==> config.mk <==
export PLATFORM = sky130hd
export DESIGN_NAME = axis_multimode_pattern_generator_flat
export DESIGN_NICKNAME = d
export VERILOG_FILES = /design/src/rtl/axis_multimode_pattern_generator_if.sv /design/src/rtl/axis_multimode_pattern_generator.sv /design/src/flat_wrapper.sv
export SDC_FILE = /design/constraint.sdc
export NUM_CORES = 1
export LEC_CHECK = 0
export CAP_MARGIN = 40
export CORE_ASPECT_RATIO = 1.75
export CORE_MARGIN = 2
export CORE_UTILIZATION = 59
export DETAILED_ROUTE_END_ITERATION = 8
export PLACE_DENSITY = 0.87
export SYNTH_ARGS = -nofsm -noshare
export SYNTH_HDL_FRONTEND = slang
export SYNTH_SLANG_ARGS = --single-unit
==> constraint.sdc <==
create_clock -name m_axis_aclk -period 6.9 [get_ports m_axis_aclk]
set_clock_uncertainty 0.05 [all_clocks]
set_input_delay 1.38 -clock m_axis_aclk [delete_from_list [all_inputs] [get_ports m_axis_aclk]]
set_output_delay 1.38 -clock m_axis_aclk [all_outputs]
set_load 0.01 [all_outputs]
==> src/rtl/axis_multimode_pattern_generator_if.sv <==
// AXI4-Stream bus carrying the generator output: data, valid/ready, last and channel id.
interface axis_multimode_pattern_generator_if #(
    parameter int DATA_WIDTH = 24,
    parameter int ID_WIDTH   = 1
);
    logic [DATA_WIDTH-1:0] tdata;
    logic                  tvalid;
    logic                  tready;
    logic                  tlast;
    logic [ID_WIDTH-1:0]   tid;

    modport master (
        output tdata,
        output tvalid,
        output tlast,
        output tid,
        input  tready
    );

    modport slave (
        input  tdata,
        input  tvalid,
        input  tlast,
        input  tid,
        output tready
    );
endinterface

==> src/rtl/axis_multimode_pattern_generator.sv <==
// Multi-mode AXI4-Stream test-pattern source. A divided-rate tick starts a frame of
// NUM_CHANNELS beats (sample + channel index) from a ramp, triangle, constant or LFSR
// value generator. Ticks that arrive while a frame is still in flight are counted.
module axis_multimode_pattern_generator #(
    parameter int          DATA_WIDTH    = 24,
    parameter int          NUM_CHANNELS  = 2,
    parameter longint      COUNTER_START = 0,
    parameter longint      COUNTER_END   = 100,
    parameter longint      COUNTER_INCR  = 1,
    parameter int          DIVIDER       = 5,
    parameter logic [31:0] LFSR_SEED     = 32'h1
) (
    input  logic                                      m_axis_aclk,
    input  logic                                      m_axis_aresetn,
    input  logic                                      enable,
    input  logic [1:0]                                mode,
    axis_multimode_pattern_generator_if.master        m_axis,
    output logic [15:0]                               overrun_count
);

    localparam int ID_WIDTH  = (NUM_CHANNELS > 1) ? $clog2(NUM_CHANNELS) : 1;
    localparam int DIV_WIDTH = (DIVIDER > 1) ? $clog2(DIVIDER) : 1;
    localparam int VW        = DATA_WIDTH + 1;

    localparam logic [VW-1:0]        START_W   = VW'(COUNTER_START);
    localparam logic [VW-1:0]        END_W     = VW'(COUNTER_END);
    localparam logic [VW-1:0]        INCR_W    = VW'(COUNTER_INCR);
    localparam logic [DIV_WIDTH-1:0] DIV_LAST  = DIV_WIDTH'(DIVIDER - 1);
    localparam logic [ID_WIDTH-1:0]  LAST_CH   = ID_WIDTH'(NUM_CHANNELS - 1);
    localparam logic [31:0]          LFSR_POLY = 32'h80200003;

    // Reject parameter sets the value generator cannot represent.
    generate
        if (DATA_WIDTH < 8 || DATA_WIDTH > 32) begin : g_bad_data_width
            $error("DATA_WIDTH must be within 8..32");
        end
        if (NUM_CHANNELS < 1 || NUM_CHANNELS > 8) begin : g_bad_channels
            $error("NUM_CHANNELS must be within 1..8");
        end
        if (COUNTER_START < 0 || COUNTER_START > COUNTER_END ||
            COUNTER_END >= (longint'(1) << DATA_WIDTH)) begin : g_bad_bounds
            $error("need 0 <= COUNTER_START <= COUNTER_END < 2**DATA_WIDTH");
        end
        if (COUNTER_INCR < 1 || COUNTER_INCR >= (longint'(1) << DATA_WIDTH)) begin : g_bad_incr
            $error("COUNTER_INCR must be within 1..2**DATA_WIDTH-1");
        end
        if (DIVIDER < 1) begin : g_bad_divider
            $error("DIVIDER must be at least 1");
        end
        if (LFSR_SEED == 32'h0) begin : g_bad_seed
            $error("LFSR_SEED must be nonzero");
        end
    endgenerate

    typedef enum logic {
        IDLE,
        SEND
    } state_t;

    state_t                 state;
    state_t                 state_next;
    logic [DIV_WIDTH-1:0]   div_cnt;
    logic                   tick;
    logic                   accept_tick;
    logic                   drop_tick;
    logic                   beat_done;
    logic                   frame_done;
    logic [ID_WIDTH-1:0]    next_tid;

    logic [VW-1:0]          value;
    logic                   dir_down;
    logic [31:0]            lfsr;
    logic [1:0]             last_mode;

    logic                   restart;
    logic [VW-1:0]          cur_value;
    logic                   cur_dir_down;
    logic [31:0]            cur_lfsr;
    logic [VW-1:0]          up_value;
    logic [VW-1:0]          down_value;
    logic                   up_fits;
    logic                   down_fits;
    logic [VW-1:0]          value_next;
    logic                   dir_next;
    logic [31:0]            lfsr_next;
    logic [DATA_WIDTH-1:0]  sample;

    assign tick     = enable && (div_cnt == DIV_LAST);
    assign next_tid = m_axis.tid + 1'b1;

    // Sample-rate divider; disabling holds it at zero so re-enable waits a full period.
    always_ff @(posedge m_axis_aclk or negedge m_axis_aresetn) begin
        if (!m_axis_aresetn) begin
            div_cnt <= '0;
        end else if (!enable || tick) begin
            div_cnt <= '0;
        end else begin
            div_cnt <= div_cnt + 1'b1;
        end
    end

    // Frame state register.
    always_ff @(posedge m_axis_aclk or negedge m_axis_aresetn) begin
        if (!m_axis_aresetn) begin
            state <= IDLE;
        end else begin
            state <= state_next;
        end
    end

    // Frame sequencing: a tick starts a frame only when idle, otherwise it is dropped.
    always_comb begin
        state_next  = state;
        accept_tick = 1'b0;
        drop_tick   = 1'b0;
        beat_done   = 1'b0;
        frame_done  = 1'b0;
        case (state)
            IDLE: begin
                if (tick) begin
                    accept_tick = 1'b1;
                    state_next  = SEND;
                end
            end
            SEND: begin
                drop_tick = tick;
                beat_done = m_axis.tvalid && m_axis.tready;
                if (beat_done && m_axis.tlast) begin
                    frame_done = 1'b1;
                    state_next = IDLE;
                end
            end
            default: state_next = IDLE;
        endcase
    end

    // Registered beat outputs; each beat carries the frame sample plus its channel index.
    always_ff @(posedge m_axis_aclk or negedge m_axis_aresetn) begin
        if (!m_axis_aresetn) begin
            m_axis.tvalid <= 1'b0;
            m_axis.tdata  <= '0;
            m_axis.tlast  <= 1'b0;
            m_axis.tid    <= '0;
        end else if (accept_tick) begin
            m_axis.tvalid <= 1'b1;
            m_axis.tdata  <= sample;
            m_axis.tid    <= '0;
            m_axis.tlast  <= (LAST_CH == '0);
        end else if (frame_done) begin
            m_axis.tvalid <= 1'b0;
            m_axis.tlast  <= 1'b0;
            m_axis.tid    <= '0;
        end else if (beat_done) begin
            m_axis.tdata  <= m_axis.tdata + 1'b1;
            m_axis.tid    <= next_tid;
            m_axis.tlast  <= (next_tid == LAST_CH);
        end
    end

    // Value generator next state; a mode change restarts from START/seed and emits that.
    always_comb begin
        restart      = (mode != last_mode);
        cur_value    = restart ? START_W : value;
        cur_dir_down = restart ? 1'b0 : dir_down;
        cur_lfsr     = restart ? LFSR_SEED : lfsr;
        up_value     = cur_value + INCR_W;
        down_value   = cur_value - INCR_W;
        up_fits      = (up_value <= END_W);
        down_fits    = (cur_value >= (START_W + INCR_W));
        value_next   = cur_value;
        dir_next     = cur_dir_down;
        lfsr_next    = cur_lfsr;
        sample       = cur_value[DATA_WIDTH-1:0];
        case (mode)
            2'd0: begin
                value_next = up_fits ? up_value : START_W;
            end
            2'd1: begin
                if (!cur_dir_down) begin
                    if (up_fits) begin
                        value_next = up_value;
                    end else begin
                        dir_next   = 1'b1;
                        value_next = down_fits ? down_value : START_W;
                    end
                end else begin
                    if (down_fits) begin
                        value_next = down_value;
                    end else begin
                        dir_next   = 1'b0;
                        value_next = up_fits ? up_value : END_W;
                    end
                end
            end
            2'd2: begin
                value_next = START_W;
                sample     = START_W[DATA_WIDTH-1:0];
            end
            default: begin
                lfsr_next = cur_lfsr[0] ? ((cur_lfsr >> 1) ^ LFSR_POLY) : (cur_lfsr >> 1);
                sample    = cur_lfsr[DATA_WIDTH-1:0];
            end
        endcase
    end

    // Generator state only advances when a tick is accepted into a new frame.
    always_ff @(posedge m_axis_aclk or negedge m_axis_aresetn) begin
        if (!m_axis_aresetn) begin
            value     <= START_W;
            dir_down  <= 1'b0;
            lfsr      <= LFSR_SEED;
            last_mode <= 2'd0;
        end else if (accept_tick) begin
            value     <= value_next;
            dir_down  <= dir_next;
            lfsr      <= lfsr_next;
            last_mode <= mode;
        end
    end

    // Saturating count of ticks lost because a frame was still being sent.
    always_ff @(posedge m_axis_aclk or negedge m_axis_aresetn) begin
        if (!m_axis_aresetn) begin
            overrun_count <= 16'd0;
        end else if (drop_tick && (overrun_count != 16'hFFFF)) begin
            overrun_count <= overrun_count + 16'd1;
        end
    end

endmodule

==> src/flat_wrapper.sv <==
// flat-port wrapper written by rule: the top's interface ports become plain ports
module axis_multimode_pattern_generator_flat 
#(
    parameter int          DATA_WIDTH    = 24,
    parameter int          NUM_CHANNELS  = 2,
    parameter longint      COUNTER_START = 0,
    parameter longint      COUNTER_END   = 100,
    parameter longint      COUNTER_INCR  = 1,
    parameter int          DIVIDER       = 5,
    parameter logic [31:0] LFSR_SEED     = 32'h1
)
  (m_axis_aclk, m_axis_aresetn, enable, mode, overrun_count, m_axis_tdata, m_axis_tvalid, m_axis_tlast, m_axis_tid, m_axis_tready);
  axis_multimode_pattern_generator_if #(.DATA_WIDTH(DATA_WIDTH), .ID_WIDTH((1))) m_axis_i ();
  input  logic m_axis_aclk;
  input  logic m_axis_aresetn;
  input  logic enable;
  input  logic [1:0] mode;
  output logic [15:0] overrun_count;
  output wire logic [$bits(m_axis_i.tdata)-1:0] m_axis_tdata;
  output wire logic [$bits(m_axis_i.tvalid)-1:0] m_axis_tvalid;
  output wire logic [$bits(m_axis_i.tlast)-1:0] m_axis_tlast;
  output wire logic [$bits(m_axis_i.tid)-1:0] m_axis_tid;
  input wire logic [$bits(m_axis_i.tready)-1:0] m_axis_tready;
  assign m_axis_tdata = m_axis_i.tdata;
  assign m_axis_tvalid = m_axis_i.tvalid;
  assign m_axis_tlast = m_axis_i.tlast;
  assign m_axis_tid = m_axis_i.tid;
  assign m_axis_i.tready = m_axis_tready;
  axis_multimode_pattern_generator #(.DATA_WIDTH(DATA_WIDTH), .NUM_CHANNELS(NUM_CHANNELS), .COUNTER_START(COUNTER_START), .COUNTER_END(COUNTER_END), .COUNTER_INCR(COUNTER_INCR), .DIVIDER(DIVIDER), .LFSR_SEED(LFSR_SEED)) u_core (.m_axis_aclk(m_axis_aclk), .m_axis_aresetn(m_axis_aresetn), .enable(enable), .mode(mode), .m_axis(m_axis_i), .overrun_count(overrun_count));
endmodule
==> flow_summary.json <==
{
  "drtIter0Drc": 802,
  "insertion_delay_ns": 0.35,
  "p_sw_mw": 0.324,
  "grt_pass1_vias": 6083,
  "dp_worst_setup_slack_ns": 0.613,
  "cts_hold_buf": 0,
  "worstSetupPathType": "in -> reg",
  "slew_violations": 0,
  "relSlewSlack": 0.438,
  "grt_overflow": 0,
  "syn_avg_cell_area_um2": 9.07,
  "fp-row-count": 50,
  "internal_power_mw": 0.963,
  "yosysWarnings": 0,
  "vias": 5942,
  "avgViaCountPerCell": 7.06,
  "startpoint_type": "input port",
  "rsz0062_at_grt": "false",
  "antenna_cells": 0,
  "fmax_mhz": 168,
  "numPortBuffers": 48,
  "p_seq_frac": 0.503,
  "regToRegEndpoint": "u_core.value[23]$_DFFE_PN0P_",
  "crit_chain": "clkdlybuf4s50_1 -> xnor2_1 -> and2_1 -> nand2_1 -> inv_1 -> ha_1 -> nand4_1 -> or4_1 -> or3_1 -> o2111a_1 -> nor4b_1 -> a31o_1 -> a21oi_2 -> a21oi_1 -> a221oi_1",
  "clockRootBuffer": "clkbuf_16",
  "antenna_found_initial": 0,
  "reg2reg_depth": 14,
  "synth.distinct_cells": 77,
  "p_leak_nw": 2.93,
  "die_area_um2": 11600,
  "crit_path_end_kind": "flip-flop",
  "cp_num_buf_inv": 2,
  "fillers": 797,
  "synth_top_cell_by_area": "dfrtp_1",
  "power_frac_comb": 0.089,
  "syn-instance-count": 696,
  "cts_setup_buffers": 0,
  "ys_async_sr_fraction": 1.00,
  "setup_violations": 0,
  "ctsResizeCount": 0,
  "holdCritStartpoint": "u_core.lfsr[29]$_DFFE_PN0P_",
  "cap_violations": 0,
  "start_util": 0.597,
  "core_um2": 10600,
  "layout-drive-gt1-share": 0.0646,
  "cpPeakStageDelay_ns": 0.71,
  "hold_viol": 0,
  "drt_wl_total_um": 18600,
  "grt_max_degree": 66,
  "dp.cells": 826,
  "track_usage": 0.338,
  "crit_required_ns": 7.10,
  "die_width_um": 82.2,
  "wl_per_cell_um": 22.1,
  "hold_path_class": "reg -> reg",
  "nNetsFinal": 721,
  "die_y_um": 141,
  "min_path_cells": 1,
  "gp_congestion": 0.944,
  "route.detailed.drc": 0,
  "worst_slack_ns": 0.932,
  "synth-seq-cells": 106,
  "worst_pin_slew_ns": 0.843,
  "synthFlopType": "dfrtp_1",
  "clkSinkCount": 106,
  "powerDensity_nw_per_um2": 181,
  "setup_tns_ns": 0,
  "period_share": 0.865,
  "crit_family": "simple AND/OR/NAND/NOR gates",
  "status": "finished clean",
  "reg2reg_slack_ns": 2.29,
  "rr_startpoint": "u_core.last_mode[0]$_DFFE_PN0P_",
  "drtPass1Iterations": 6,
  "cts_made_buffers": 9,
  "netlist_area_um2": 6320,
  "synth_edf_count": 0,
  "clock_power_share": 0.409,
  "grt_pass1_wl_um": 30200,
  "tritoncts": "done",
  "seq_area_frac_synth": 0.420,
  "max-vdd-ir-drop_v": 0.000149,
  "cp_slowest_cell": "a21oi_2",
  "stdcell_count": 842,
  "ant_nets": 0,
  "path_clk_slew_ns": 0.07,
  "timing.final.crit_period_ns": 5.97,
  "hold_ws_ns": 0.460,
  "cts_buffer_depth": 2,
  "synthTopCellsByArea": "dfrtp_1 42%, a22o_1 4.2%, nand2_1 4.0%",
  "cp.arrival_ns": 6.17,
  "syn-num-nets": 710,
  "swShare": 0.251,
  "path_max_fanout": 17,
  "cts_max_level": 3,
  "netlist.area_leader.share": 0.416,
  "area_growth_pct": 12.8,
  "io_pins": 49,
  "min_to": "u_core.lfsr[29]$_DFFE_PN0P_",
  "dp_hpwl_um": 12900
}
logic make-up after synthesis:
family / synth area share
AND/OR/NAND/NOR: 0.192
buffers and inverters: 0.0521
AO/OA/AOI/OAI: 0.254
multiplexers: 0.00832
adder cells (fa/ha/maj): 0.0158
flip-flops: 0.420
XOR/XNOR: 0.0582
Yosys cell counts (8+ instances only):
| cell type | number |
|---|---|
| a21oi_1 | 32 |
| a22o_1 | 30 |
| a22oi_1 | 25 |
| a31oi_1 | 13 |
| and3_1 | 13 |
| clkbuf_1 | 47 |
| dfrtp_1 | 105 |
| ha_1 | 8 |
| inv_1 | 18 |
| nand2_1 | 68 |
| nand3_1 | 33 |
| nand4_1 | 24 |
| nor2_1 | 26 |
| nor3_1 | 16 |
| o211ai_1 | 9 |
| o21ai_0 | 29 |
| o22ai_1 | 21 |
| or3_1 | 9 |
| xnor2_1 | 21 |
| xor2_1 | 21 |
power by group through the flow:
stage | sequential [mW] | clock (mW) | combinational, mW
after CTS | 0.646 | 0.528 | 0.113
after global placement | 0.657 | 0 | 0.106
after global routing | 0.647 | 0.550 | 0.125
final | 0.647 | 0.526 | 0.114
after floorplan | 0.652 | 0 | 0.0684
after detailed placement | 0.658 | 0 | 0.113
cells in the final DEF (no fill, tap or decap), drive strengths merged, types with 6 or more instances in the layout:
cell,Yosys,layout
xor2,21,21
nand2,69,69
nor2,26,26
nand4,25,25
o21ai,33,33
a22o,30,30
a31oi,13,13
and3,13,13
a21oi,33,33
inv,18,19
nor2b,7,7
clkbuf,48,10
or3,9,9
nand2b,6,6
clkdlybuf4s50,0,47
dfrtp,105,105
o211ai,9,9
ha,8,8
o22ai,21,21
buf,13,14
nand3,33,33
or4,8,8
a22oi,25,25
xnor2,21,21
nor3,16,16
o31ai,8,8
final cells by class:
type	instances	area [um^2]	area share
Clock buffer	10	239	0.0336
Clock inverter	6	63.8	0.00896
Inverter	18	67.6	0.00949
Multi-Input combinational cell	511	3340	0.469
Sequential cell	106	2650	0.373
Tap cell	130	163	0.0228
Timing Repair Buffer	61	596	0.0836
worst register-to-register path, cell delays in order (launching register included):
cell	delay (ns)
dfrtp_1	0.40
xnor2_1	0.24
and2_1	0.22
nand2_1	0.09
inv_1	0.15
ha_1	0.36
nand4_1	0.29
or4_1	0.60
or3_1	0.33
o2111a_1	0.12
nor4b_1	0.15
a31o_1	0.38
a21oi_2	0.71
a21oi_1	0.19
a221oi_1	0.24
layer usage:
layer / vias to the layer above / global-route usage / wire, um / part of all wire
li1: 2640 / - / - / -
met1: 2886 / 0.392 / 6580 / 0.35
met2: 315 / 0.541 / 9470 / 0.51
met3: 101 / 0.0563 / 1170 / 0.063
met4: 0 / 0.254 / 1410 / 0.075
met5: - / 0 / 0 / 0
flip-flops by register name, indices dropped and copies added, names as in the netlist, 2 cells and up:
signal	flops
u_core.div_cnt	3
u_core.m_axis.tdata	24
u_core.overrun_count	16
u_core.lfsr	32
u_core.value	25
u_core.last_mode	2
metrics by stage:
step	utilization	power, mW	area (um^2)
finish	0.674	1.29	7120
global route	0.674	1.32	7120
CTS	0.674	1.29	7120
detailed placement	0.645	0.771	6820
global placement	0.642	0.764	6790
floorplan	-	0.721	6320
worst max path at each step:
stage | start | endpoint | slack [ns] | cells after the start
2_1_floorplan | mode[1] | u_core.value[19]$_DFFE_PN0P_ | 0.72 | 21
3_3_place_gp | mode[1] | u_core.value[11]$_DFFE_PN0P_ | 0.88 | 16
3_5_place_dp | mode[1] | u_core.value[23]$_DFFE_PN0P_ | 0.61 | 15
4_1_cts | mode[1] | u_core.value[23]$_DFFE_PN0P_ | 0.96 | 15
5_1_grt | mode[1] | u_core.value[19]$_DFFE_PN0P_ | 0.60 | 15
6_report | mode[1] | u_core.value[23]$_DFFE_PN0P_ | 0.93 | 15
No activity file was read; power rests on OpenSTA's default activity.
